[config.mk]
export PLATFORM = sky130hd
export DESIGN_NAME = mem_wb_arbiter
export DESIGN_NICKNAME = d
export VERILOG_FILES = /design/src/rtl/mem_wb_arbiter.sv
export SDC_FILE = /design/constraint.sdc
export NUM_CORES = 1
export LEC_CHECK = 0
export ABC_AREA = 0
export CAP_MARGIN = 30
export CORE_AREA = 5 5 119 121
export CTS_CLUSTER_DIAMETER = 100
export CTS_CLUSTER_SIZE = 40
export DETAILED_ROUTE_END_ITERATION = 12
export DIE_AREA = 0 0 124 126
export PLACE_DENSITY_LB_ADDON = 0.15
export SYNTH_ARGS = -nofsm -noshare
export SYNTH_HDL_FRONTEND = slang
export SYNTH_SLANG_ARGS = --single-unit
[constraint.sdc]
create_clock -name clk -period 2.68 [get_ports clk]
set_input_delay 0.402 -clock clk [delete_from_list [all_inputs] [get_ports clk]]
set_output_delay 0.402 -clock clk [all_outputs]
set_load 0.02 [all_outputs]
[src/rtl/mem_wb_arbiter.sv]
`default_nettype none
// ============================================================================
// Module   : mem_wb_arbiter
// Purpose  : Round-robin IMEM/DMEM arbiter onto one Wishbone bus, with a
//            watchdog that force-completes hung cycles.
// Revision : 1.0  initial release
// ============================================================================
// Transfer width encoding on *_width: 2'b00 byte, 2'b01 half, 2'b10 word.
module mem_wb_arbiter #(
  parameter int TIMEOUT_CYCLES = 255,
  parameter int CNT_W          = 8
) (
  input  logic        clk,
  input  logic        nRst,
  // instruction fetch master
  input  logic        imem_wb_cyc,
  input  logic        imem_wb_stb,
  input  logic        imem_wb_we,
  input  logic [31:0] imem_wb_addr,
  input  logic [1:0]  imem_wb_width,
  input  logic [31:0] imem_wb_data_write,
  output logic [31:0] imem_wb_data_read,
  output logic        imem_wb_ack,
  // data load/store master
  input  logic        dmem_wb_cyc,
  input  logic        dmem_wb_stb,
  input  logic        dmem_wb_we,
  input  logic [31:0] dmem_wb_addr,
  input  logic [1:0]  dmem_wb_width,
  input  logic [31:0] dmem_wb_data_write,
  output logic [31:0] dmem_wb_data_read,
  output logic        dmem_wb_ack,
  // shared downstream bus
  output logic        mem_wb_cyc,
  output logic        mem_wb_stb,
  output logic        mem_wb_we,
  output logic [31:0] mem_wb_addr,
  output logic [1:0]  mem_wb_width,
  output logic [31:0] mem_wb_data_write,
  input  logic [31:0] mem_wb_data_read,
  input  logic        mem_wb_ack,
  // status
  output logic [1:0]  oGrant,
  output logic        oBusErr
);

  localparam logic [1:0]       c_dw_w     = 2'b10;
  localparam logic [CNT_W-1:0] c_timeout  = CNT_W'(TIMEOUT_CYCLES);
  localparam logic             c_wdog_en  = (TIMEOUT_CYCLES != 0);

  // State values double as the one-hot grant vector.
  typedef enum logic [1:0] {
    IDLE  = 2'b00,
    GNT_I = 2'b01,
    GNT_D = 2'b10
  } state_e;

  state_e             state_q, state_d;
  logic               last_grant_q, last_grant_d;   // 1 = DMEM was last owner
  logic [CNT_W-1:0]   cnt_q, cnt_d;

  logic               req_i, req_d;
  logic               granted, sel_d;
  logic               gnt_cyc, gnt_stb, gnt_we;
  logic [31:0]        gnt_addr, gnt_wdata;
  logic [1:0]         gnt_width;
  logic               real_ack, timeout;

  assign req_i   = imem_wb_cyc & imem_wb_stb;
  assign req_d   = dmem_wb_cyc & dmem_wb_stb;
  assign granted = (state_q == GNT_I) || (state_q == GNT_D);
  assign sel_d   = (state_q == GNT_D);

  assign gnt_cyc   = sel_d ? dmem_wb_cyc        : imem_wb_cyc;
  assign gnt_stb   = sel_d ? dmem_wb_stb        : imem_wb_stb;
  assign gnt_we    = sel_d ? dmem_wb_we         : imem_wb_we;
  assign gnt_addr  = sel_d ? dmem_wb_addr       : imem_wb_addr;
  assign gnt_width = sel_d ? dmem_wb_width      : imem_wb_width;
  assign gnt_wdata = sel_d ? dmem_wb_data_write : imem_wb_data_write;

  // A slave ack in the timeout cycle wins over the watchdog.
  assign real_ack = granted & gnt_cyc & mem_wb_ack;
  assign timeout  = granted & gnt_cyc & ~mem_wb_ack & c_wdog_en & (cnt_q == c_timeout);

  assign oGrant = state_q;

  always_comb begin
    state_d           = state_q;
    last_grant_d      = last_grant_q;
    cnt_d             = cnt_q;
    mem_wb_cyc        = 1'b0;
    mem_wb_stb        = 1'b0;
    mem_wb_we         = 1'b0;
    mem_wb_addr       = '0;
    mem_wb_width      = c_dw_w;
    mem_wb_data_write = '0;
    imem_wb_ack       = 1'b0;
    dmem_wb_ack       = 1'b0;
    oBusErr           = 1'b0;
    imem_wb_data_read = mem_wb_data_read;
    dmem_wb_data_read = mem_wb_data_read;

    case (state_q)
      IDLE: begin
        cnt_d = '0;
        if (req_i && (!req_d || last_grant_q)) begin
          state_d      = GNT_I;
          last_grant_d = 1'b0;
        end else if (req_d) begin
          state_d      = GNT_D;
          last_grant_d = 1'b1;
        end
      end

      GNT_I, GNT_D: begin
        mem_wb_cyc        = gnt_cyc & ~timeout;
        mem_wb_stb        = gnt_stb & ~timeout;
        mem_wb_we         = gnt_we;
        mem_wb_addr       = gnt_addr;
        mem_wb_width      = gnt_width;
        mem_wb_data_write = gnt_wdata;
        imem_wb_ack       = ~sel_d & (real_ack | timeout);
        dmem_wb_ack       =  sel_d & (real_ack | timeout);
        oBusErr           = timeout;
        if (timeout) begin
          imem_wb_data_read = '0;
          dmem_wb_data_read = '0;
        end
        // Dropping cyc is an abort: back to idle without any ack.
        if (!gnt_cyc || mem_wb_ack || timeout) begin
          state_d = IDLE;
        end else begin
          cnt_d = cnt_q + 1'b1;
        end
      end

      default: state_d = IDLE;
    endcase
  end

  always_ff @(posedge clk or negedge nRst) begin
    if (!nRst) begin
      state_q      <= IDLE;
      last_grant_q <= 1'b1;
      cnt_q        <= '0;
    end else begin
      state_q      <= state_d;
      last_grant_q <= last_grant_d;
      cnt_q        <= cnt_d;
    end
  end

endmodule
`default_nettype wire

==> out/results.txt <==
outcome - completed
antenna viol nets, final - 0
LEAKAGE - 2.15 nW
clock slew at reported path FFs - 0.04 ns
post-synth top area share - 30.7%
largest net degree at the start of global routing - 71
clock tree sinks - 11
count of state elements after synthesis - 11
Synth Net Count - 472
Longest Clk Path Bufs - 2
Post-Place Cells - 739
count of final hold-check violations - 0
antenna violations before repair - 0
grt total ovfl - 0
Crit path largest cell delay - 0.37 ns
Root Buffer Master - clkbuf_16
Layout area overhead - 131%
Post-CTS Hold Buffers - 0
Most Crowded Layer GR - met2
WL final - 13200 um
critical path launch point type - flip-flop
Worst Path Arrival - 2.19 ns
FP Rows - 42
worst path bufs/invs - 3
GRT Total Usage - 15.0%
Starting Density - 17.9%
routing usage on met1 - 14.5%
CP Max Fanout - 32
sequential cell area fraction in the yosys report - 11.9%
Mapped Avg Cell Area - 7.83 sq um
commonest non-fill, non-tap cell in the layout - clkdlybuf4s50_1
synth warn - 0
GPL Wtd Cong - 0.773
Clock Latency Late Sink - 0.24 ns
Crit-path slowest cell - dfrtp_1
Layout Cells excl Fill - 744
wire per inst - 17.8 um
Slew Limit Fails - 0
most frequent cells in the layout - clkdlybuf4s50_1 (237), nor2b_1 (97), mux2i_1 (71), clkbuf_2 (36), dlygate4sd2_1 (25)
reg2reg setup slack - 0.66 ns
Final Setup Violations - 0
period utilization - 96.8%
die width - 124 um
Hold Crit Class - flip-flop to flip-flop
fin util - 41.2%
P per Cell Area - 712 mW/mm^2
peak supply drop - 0.000351 V
# nets final - 745
DR vias/cell - 4.17
WS Path Type - flip-flop to output pin
H-Tree Depth - 1
post-route minimum period - 2.59 ns
M2 GR Usage - 30.6%
layout cells sized above 1 - 9.68%
CP endpoint kind - output pin
drt drc - 0
routed via count - 3100
full die area - 0.0156 sq mm
Iteration-0 DRC Markers - 43
1st-pass router iterations - 4
ANT cells - 0
Fill cells - 1337
RSZ-0062 raised after global routing - yes
Syn Std Cell Area - 0.00232 sq mm
CTS Buf Count - 3
max_cap viols - 0
HPWL Detailed - 11300 um
Yosys cell types - 37
Die Y - 126 um
post-synth top area cell - mux2i_1
total power - 3.81 mW
largest cells by area after synthesis - mux2i_1 (31%), nor2b_1 (26%), buf_4 (11%), dfrtp_1 (11%), clkbuf_1 (2.6%)
core area - 0.0130 sq mm
vias in the first global route - 3209
post-route clock skew - 0.00221 ns
num ports - 311
worst-margin pin slew - 0.526 ns
first-pass GRT wire length - 18000 um
fmax - 385 MHz
Buffers on Ports - 310
Worst path top cell family by delay - buffers and inverters
Post-Synthesis Cells - 296
Rel. slew slack - 64.8%
Worst EP required - 2.28 ns
met3 Usage GRT - 4.39%
critical path, cell by cell - inv_1 > ha_4 > mux2_1 > nand3b_1 > nor2_2 > buf_12 > nor2b_1 > clkdlybuf4s15_1
clock tree from TritonCTS - yes
==> metal layers <==
metal	wire length, um	vias up
met3	1460	7
met2	7150	195
met1	4480	1386
li1	-	1512
met4	116	0
met5	0	-
==> worst paths after layout <==
path	from	endpoint	cells past startpoint
min in group asynchronous	nRst	cnt_q[1]	1
hold reg to reg	cnt_q[7]	cnt_q[7]	1
max in group asynchronous	nRst	last_grant_q	1
setup reg to reg	oGrant[1]	cnt_q[1]	6
hold / removal	cnt_q[7]	cnt_q[7]	1
setup / recovery	oGrant[0]	dmem_wb_data_read[16]	8
==> worst reg2reg max path, stage by stage, from the launching register on <==
cell and delay, ns:
dfrtp_1 0.42, inv_1 0.07, ha_1 0.36, buf_12 0.23
and3b_1 0.37, a21oi_1 0.15, a221o_1 0.31
==> sequential cells by signal, indices dropped and copies added (netlist names) <==
signal and cells:
last_grant_q 1, cnt_q 8, oGrant 2
==> per-stage QoR <==
stage	setup WS, ns	cell area (sq um)	hold WS, ns	TNS (ns)
floorplan	0.103	2320	0.106	0
CTS	0.00482	5440	0.496	0
detailed placement	-0.125	5440	0.491	-2.36
global route	-0.0481	5350	0.532	-0.264
global placement	-0.112	5440	0.472	-1.24
finish	0.0858	5350	0.495	0
==> cells in the mapped netlist <==
library cell	count
a211o_1	1
a21oi_1	6
a221o_1	1
a22o_1	1
a31oi_1	1
and2b_1	1
and3b_1	1
and4_1	1
and4_4	1
buf_2	4
buf_4	34
clkbuf_1	16
dfrtp_1	10
dfstp_2	1
ha_1	3
inv_1	3
mux2_1	1
mux2i_1	71
nand2_1	13
nand2b_1	1
nand3_1	3
nand3b_1	1
nand4_1	2
nand4b_1	1
nor2_1	7
nor2b_1	97
nor3_1	2
nor3b_1	2
nor4_1	1
nor4b_1	1
o211ai_1	1
o21ai_0	1
o2bb2a_1	1
o311ai_0	1
o31ai_1	2
o41ai_1	1
or4_1	1
==> area by class of cell <==
| cell class | count | area [sq um] | area share, % |
|---|---|---|---|
| Timing Repair Buffer | 322 | 3050 | 57.1 |
| Inverter | 3 | 11.3 | 0.211 |
| Multi-Input combinational cell | 228 | 1710 | 32.0 |
| Tap cell | 176 | 220 | 4.12 |
| Sequential cell | 11 | 277 | 5.17 |
| Clock buffer | 4 | 78.8 | 1.47 |
==> where the power goes <==
| part | switching [mW] | internal [mW] | total, mW |
|---|---|---|---|
| Clock | 0.0723 | 0.200 | 0.272 |
| Sequential | 0.0319 | 0.203 | 0.235 |
| Combinational | 1.65 | 1.65 | 3.30 |
| Total | 1.76 | 2.05 | 3.81 |
==> repair_timing <==
action                                 4_1_cts  5_1_grt
gates resized for setup                     71       85
endpoints found under the hold margin        0        0
setup buffers                                0        0
gates cloned                                 0        1
setup endpoints to repair                   79       74
==> kinds of logic after synthesis <==
family          Yosys count  synth area share [%]
compound gates           17                  5.13
fa+ha+maj                 3                  1.62
buf+inv                  57                  15.0
flops                    11                  11.9
mux                      72                  31.2
simple gates            136                  35.2
(Power assumes the default switching activity.)
